**config.mk**
```make
export PLATFORM = sky130hd
export DESIGN_NAME = regbank_bist
export DESIGN_NICKNAME = d
export VERILOG_FILES = /design/src/rtl/regbank_bist.sv
export SDC_FILE = /design/constraint.sdc
export NUM_CORES = 1
export LEC_CHECK = 0
export ABC_CLOCK_PERIOD_IN_PS = 4850
export CAP_MARGIN = 30
export CORE_MARGIN = 5
export CORE_UTILIZATION = 40
export CTS_BUF_LIST = sky130_fd_sc_hd__clkbuf_4
export DETAILED_ROUTE_END_ITERATION = 16
export HOLD_SLACK_MARGIN = 0.02
export PLACE_DENSITY_LB_ADDON = 0.1
export SYNTH_ARGS = -nofsm -noshare
export SYNTH_HDL_FRONTEND = slang
export SYNTH_SLANG_ARGS = --single-unit
export TNS_END_PERCENT = 1
```
**constraint.sdc**
```tcl
create_clock -name clk -period 4.85 [get_ports clk]
set_input_delay 0.97 -clock clk [delete_from_list [all_inputs] [get_ports clk]]
set_output_delay 0.97 -clock clk [all_outputs]
set_load 0.02 [all_outputs]
```
**src/rtl/regbank_bist.sv**
```systemverilog
// March-pattern self-test for the 32x32 MIPS register bank. Writes four patterns
// through the bank's write port and checks both read ports against them.
module regbank_bist (
   input  logic        clk,
   input  logic        rst,
   input  logic        start,
   input  logic [31:0] rd1,
   input  logic [31:0] rd2,
   output logic [4:0]  a1,
   output logic [4:0]  a2,
   output logic [4:0]  a3,
   output logic [31:0] wd3,
   output logic        we3,
   output logic        busy,
   output logic        done,
   output logic        pass,
   output logic [7:0]  err_count,
   output logic [4:0]  fail_addr,
   output logic        fail_valid
);

   localparam int DATA_W = 32;
   localparam int ADDR_W = 5;

   typedef enum logic [1:0] {IDLE, WRITE, READ, DONE} state_t;

   state_t              state, state_nxt;
   logic [1:0]          p, p_nxt;
   logic [ADDR_W-1:0]   i, i_nxt;
   logic [DATA_W-1:0]   exp1, exp2;
   logic                mis1, mis2;
   logic [7:0]          err_nxt;

   function automatic logic [DATA_W-1:0] pattern(input logic [1:0] pp, input logic [ADDR_W-1:0] r);
      logic [DATA_W-1:0] v;
      case (pp)
         2'd0:    v = 32'h5555_5555;
         2'd1:    v = 32'hAAAA_AAAA;
         2'd2:    v = {2'b10, {6{r}}};
         default: v = ~{2'b10, {6{r}}};
      endcase
      return v;
   endfunction

   // $0 is hardwired to zero, so its expected read value ignores the pattern.
   function automatic logic [DATA_W-1:0] expected(input logic [1:0] pp, input logic [ADDR_W-1:0] r);
      return (r == '0) ? '0 : pattern(pp, r);
   endfunction

   function automatic logic [7:0] sat_add(input logic [7:0] c, input logic [1:0] n);
      logic [8:0] s;
      s = {1'b0, c} + {7'd0, n};
      return s[8] ? 8'hFF : s[7:0];
   endfunction

   always_comb begin
      state_nxt = state;
      p_nxt     = p;
      i_nxt     = i;
      case (state)
         IDLE: begin
            if (start) begin
               state_nxt = WRITE;
               p_nxt     = 2'd0;
               i_nxt     = '0;
            end
         end
         WRITE: begin
            i_nxt = i + 5'd1;
            if (i == 5'd31) state_nxt = READ;
         end
         READ: begin
            i_nxt = i + 5'd1;
            if (i == 5'd31) begin
               if (p == 2'd3) begin
                  state_nxt = DONE;
               end else begin
                  p_nxt     = p + 2'd1;
                  state_nxt = WRITE;
               end
            end
         end
         default: state_nxt = IDLE;
      endcase
   end

   // Port 2 walks downward; 31-i is the bitwise complement for a 5-bit index.
   always_comb begin
      exp1    = expected(p, i);
      exp2    = expected(p, ~i);
      mis1    = (state == READ) && (rd1 != exp1);
      mis2    = (state == READ) && (rd2 != exp2);
      err_nxt = sat_add(err_count, {1'b0, mis1} + {1'b0, mis2});
   end

   assign busy = (state == WRITE) || (state == READ);
   assign done = (state == DONE);

   // Bank-facing outputs are loaded with the values for the upcoming cycle.
   always_ff @(posedge clk) begin
      if (!rst) begin
         state      <= IDLE;
         p          <= 2'd0;
         i          <= '0;
         a1         <= '0;
         a2         <= '0;
         a3         <= '0;
         wd3        <= '0;
         we3        <= 1'b0;
         pass       <= 1'b0;
         err_count  <= 8'd0;
         fail_addr  <= '0;
         fail_valid <= 1'b0;
      end else begin
         state <= state_nxt;
         p     <= p_nxt;
         i     <= i_nxt;
         we3   <= (state_nxt == WRITE);
         if (state_nxt == WRITE) begin
            a3  <= i_nxt;
            wd3 <= pattern(p_nxt, i_nxt);
         end
         if (state_nxt == READ) begin
            a1 <= i_nxt;
            a2 <= ~i_nxt;
         end
         if (state == IDLE && start) begin
            err_count  <= 8'd0;
            fail_valid <= 1'b0;
            fail_addr  <= '0;
            pass       <= 1'b0;
         end else if (state == READ) begin
            err_count <= err_nxt;
            if (!fail_valid && (mis1 || mis2)) begin
               fail_valid <= 1'b1;
               fail_addr  <= mis1 ? i : ~i;
            end
         end
         if (state_nxt == DONE) pass <= (err_nxt == 8'd0);
      end
   end

endmodule

```
### Word level (Yosys, flattened, before mapping)

Cells that the tools add are included.

| word-level totals | value |
|---|---|
| register bits | 72 |
| word-level logic and storage cells | 73 |
| output and inout port bits | 65 |
| bits of input ports | 67 |

| operators by class | value |
|---|---|
| equal/unequal tests | 14 |
| reductions and logical operators | 17 |
| bitwise gates (word level) | 6 |
| add/sub/neg operators | 4 |
| muxes and demuxes | 20 |

Operators by type and width:

| kind | count |
|---|---|
| 32-bit one-hot mux with 3 select lines | 3 |
| 32-bit inverter | 3 |
| 32-bit 2-to-1 mux | 2 |
| 32-bit != test | 2 |
| 2-bit == test (second input constant) | 7 |
| 2-bit 2-to-1 mux | 7 |
| 5-bit logical NOT | 2 |
| 5-bit 2-to-1 mux | 2 |
| 5-bit inverter | 2 |
| 5-bit one-hot mux with 2 select lines | 1 |
| 8-bit by 2-bit adder with 9-bit output | 1 |
| 2-bit by 1-bit == test with 1-bit output (second input constant) | 4 |
| 8-bit logical NOT | 1 |
| 8-bit 2-to-1 mux | 1 |
| 2-bit logical NOT | 3 |
| 2-bit one-hot mux with 3 select lines | 1 |
| 5-bit by 1-bit adder with 5-bit output (second input constant) | 1 |
| 5-bit == test (second input constant) | 1 |
| 1-bit logical AND | 4 |
| 2-bit one-hot mux with 2 select lines | 1 |
| 2-bit OR reduction | 2 |
| 1-bit by 1-bit adder with 2-bit output | 1 |
| 2-bit by 1-bit adder with 2-bit output (second input constant) | 1 |
| 1-bit logical OR | 2 |
| 5 further kinds | 6 |

### Longest topological paths before layout

| depth | value |
|---|---|
| depth after elaboration | 11 |
| depth in mapped cells | 20 |
| gate-level depth less buffers | 18 |

### Least setup slack after synthesis

OpenSTA, ideal clock, no wires.

| path | value |
|---|---|
| kind | flip-flop to flip-flop |
| start | register i[0] |
| end | register pass |
| buffers on the path | 2 |
| arrival time | 4.069 ns |
| setup slack | 0.722 ns |
| required time | 4.791 ns |
| cell stages (with the launch flop) | 19 |
| setup time | 0.059 ns |
| cells stage by stage | dfxtp_1 > clkbuf_1 > inv_1 > ha_1 > or4b_4 > buf_6 > nand4_1 > a21oi_1 > a221oi_1 > a2111oi_4 > a21bo_2 > fa_1 > nand3b_1 > nor2_1 > nand3_1 > mux2_2 > or3b_2 > mux2i_1 > and2_1 |

| between the ends | value |
|---|---|
| longest elaborated chain between the ends | 11 |

RTL lines:

| what | RTL line | source |
|---|---|---|
| start, declared | 29 | `logic [ADDR_W-1:0] i, i_nxt;` |
| start signal, assigned | 117 | `i <= i_nxt;` |
| 5-bit inverter | 90 | `exp2 = expected(p, ~i);` |
| 32-bit inverter | 40 | `default: v = ~{2'b10, {6{r}}};` |
| 32-bit one-hot mux with 3 select lines | 36 | `case (pp)` |
| 32-bit 2-to-1 mux | 47 | `return (r == '0) ? '0 : pattern(pp, r);` |
| 32-bit != test | 92 | `mis2 = (state == READ) && (rd2 != exp2);` |
| 1-bit logical AND | 92 |  |
| 1-bit by 1-bit adder with 2-bit output | 93 | `err_nxt = sat_add(err_count, {1'b0, mis1} + {1'b0, mis2});` |
| 8-bit by 2-bit adder with 9-bit output | 52 | `s = {1'b0, c} + {7'd0, n};` |
| 8-bit 2-to-1 mux | 53 | `return s[8] ? 8'hFF : s[7:0];` |
| 8-bit logical NOT | 139 | `if (state_nxt == DONE) pass <= (err_nxt == 8'd0);` |
| 1-bit 2-to-1 mux | 139 |  |
| end signal, assigned | 139 |  |
| end, declared | 16 | `output logic pass,` |

Several ways; a longest one is shown, not always the timed one.
A chain may end at the register's enable or synchronous reset.

### Worst setup path in the final report

| path | value |
|---|---|
| start | register i[1] |
| end | register pass |

Same word-level chain as after synthesis.

==> results.json <==
{
  "post-cts-setup-buffers": 0,
  "cts_buffers": 5,
  "dpl_cell_area_um2": 5380,
  "ctsHtreeMaxLevel": 2,
  "insertedDiodeCount": 0,
  "area_growth_pct": 33.5,
  "end_kind": "flop",
  "die_w_um": 111,
  "routed_wl_um": 11600,
  "routedWlPerCell_um": 15.7,
  "drt_iter0_drc": 273,
  "startpoint_type": "flop",
  "io_pins": 132,
  "grt_max_degree": 39,
  "worstPathRequired_ns": 5.17,
  "p_per_area_nw_per_um2": 173,
  "fin_area_um2": 5450,
  "die_area_um2": 12300,
  "cts_hold_buf": 0,
  "port_buffers": 131,
  "synth_flop_cell": "dfxtp_1",
  "ys_types": 67,
  "initial_core_util": 0.414,
  "avgSynthCellArea_um2": 8.07,
  "root_buffer": "clkbuf_4",
  "dr_total_vias": 4126,
  "finClkSkew_ns": 0.0165,
  "post_route_cells_drive_above_1_share": 0.0736,
  "syn_inst": 506,
  "vdd_drop_max_v": 0.000201,
  "synth_edf_count": 0,
  "ys_seq_area_frac": 0.255,
  "p_leak_nw": 2.11,
  "fmax_mhz": 223,
  "min_path_type": "flop to flop",
  "drv_slew": 0,
  "yosysWarnings": 0,
  "grt_overflow": 0,
  "ys_ff_latch": 52,
  "combPwrFrac": 0.299,
  "clock-sinks": 52,
  "gp_congestion": 0.839,
  "period_share": 0.925,
  "final_common_cell": "clkdlybuf4s50_1",
  "r2r_slack_ns": 0.36,
  "arrival_ns": 4.81,
  "p_sw_frac": 0.310,
  "async_flop_share": 0,
  "p_int_uw": 651,
  "cts.clk_slew.worst_paths_ns": 0.16,
  "syn_nets": 591,
  "fin_crit_ns": 4.49,
  "clk_path_buf_depth": 2,
  "power_frac_clock": 0.215,
  "num-nets-final": 695,
  "drtAntennaViolNets": 0,
  "rsz0062_at_grt": "no",
  "core_um2": 9860,
  "rows": 36,
  "antenna_found_initial": 0,
  "slew_headroom": 0.481,
  "seq_power_share": 0.486,
  "cts_resized": 0,
  "clk_latency_ns": 0.37,
  "hold_violations": 0,
  "dr.pass1.iters": 5,
  "die_y_um": 111,
  "place_hpwl_um": 8850,
  "layout.cells.non_filler": 744,
  "path_class": "flop to flop",
  "grt_util_all_layers": 0.182,
  "layout.cells.most_common_list": "clkdlybuf4s50_1, dfxtp_1, nand2_1",
  "cts_tree": "done",
  "dp_cells": 736,
  "vias_per_cell": 5.55,
  "grt_pass1_vias": 3949,
  "setup_viol": 0,
  "grt_pass1_wl_um": 19400,
  "status": "finished clean",
  "drc_errors": 0,
  "worst_pin_slew_ns": 0.770,
  "crit_fanout": 12,
  "syn_area_um2": 4080,
  "switching_power_uw": 293,
  "total_power_uw": 944,
  "drv_cap": 0
}
## per-stage QoR
stage | TNS [ns] | util | setup slack (ns) | hold WS, ns
finish | 0 | 0.552 | 0.363 | 0.467
global route | 0 | 0.552 | 0.0302 | 0.497
CTS | 0 | 0.551 | 0.182 | 0.469
detailed placement | -0.0710 | 0.545 | -0.0710 | 0.451
global placement | 0 | 0.545 | 0.0574 | 0.443
floorplan | 0 | - | 0.722 | 0.533
## worst max-delay path, stage by stage, from the launching register on
cell	delay, ns
dfxtp_1	0.37
buf_4	0.17
inv_1	0.07
ha_1	0.18
or4b_4	0.57
and3_4	0.23
and4_1	0.20
o21ai_2	0.17
a2111oi_4	0.08
a21bo_2	0.26
fa_1	0.40
inv_1	0.07
ha_1	0.19
nand2_1	0.13
nor2_1	0.30
mux2i_1	0.13
nand4b_1	0.18
or3b_2	0.48
mux2i_1	0.13
and2_1	0.13
## logic make-up after synthesis
logic type | share of synthesized area
AOI/OAI and AO/OA | 0.268
xor gates and xnor gates | 0.00644
adders and majority gates | 0.0570
buffers and inverters | 0.0855
DFF | 0.255
muxes | 0.0423
and+or+nand+nor | 0.285
## area by class of cell
class	instances	area, um^2
Inverter	14	52.6
Timing Repair Buffer	146	1420
Sequential cell	52	1040
Clock inverter	3	22.5
Clock buffer	5	37.5
Fill cell	932	4420
Multi-Input combinational cell	391	2710
Tap cell	133	166
## synth_stat cells (3+ instances only)
cell,instances,area (um^2)
or3_1,6,37.5
o21ai_0,20,100
ha_1,17,213
a22oi_1,4,30.0
nand3_1,18,90.1
a22o_1,3,26.3
and4_1,4,35.0
clkbuf_1,17,63.8
buf_6,3,33.8
nand2b_1,9,56.3
o211a_1,14,140
and3_1,8,50.1
a31oi_1,5,31.3
nor3_1,15,75.1
buf_4,22,165
nand2_1,45,169
nor2b_1,13,81.3
nand4_1,10,62.6
nor3b_1,6,45.0
a21oi_1,30,150
o211ai_1,7,52.6
a41oi_1,6,52.6
mux2i_1,15,150
a221oi_1,5,43.8
a211o_1,7,61.3
buf_2,6,30.0
a21o_1,10,75.1
nand3b_1,3,22.5
and2_1,19,119
a311oi_1,4,35.0
nor2_1,28,105
inv_1,14,52.6
dfxtp_1,52,1040
a21boi_0,4,30.0
a211oi_1,14,105
## path summary, 6_finish.rpt
path              startpoint      end  depth (start not counted)
setup / recovery        i[1]     pass                         19
hold / removal       wd3[30]  wd3[30]                          2
setup reg to reg        i[1]     pass                         19
hold reg to reg      wd3[30]  wd3[30]                          2
## power by group through the flow
stage | sequential, mW | clock [mW] | combinational (mW)
5_1_grt | 0.462 | 0.232 | 0.303
3_5_place_dp | 0.469 | 0 | 0.282
6_report | 0.459 | 0.203 | 0.282
4_1_cts | 0.459 | 0.214 | 0.284
3_3_place_gp | 0.468 | 0 | 0.279
2_1_floorplan | 0.483 | 0 | 0.141
## routing by layer
layer | routed length [um] | track usage | up-vias
li1 | - | - | 2071
met1 | 5340 | 0.241 | 1901
met2 | 5440 | 0.304 | 140
met3 | 685 | 0.0366 | 14
met4 | 176 | 0.0438 | 0
met5 | 0 | 0 | -
## state kept, by name (all words and copies together) (netlist names), 5 cells and up
register and count:
a1 5, i 5, a3 5, fail_addr 5, wd3 12, a2 5, err_count 8
No activity file was read; power rests on OpenSTA's default activity.
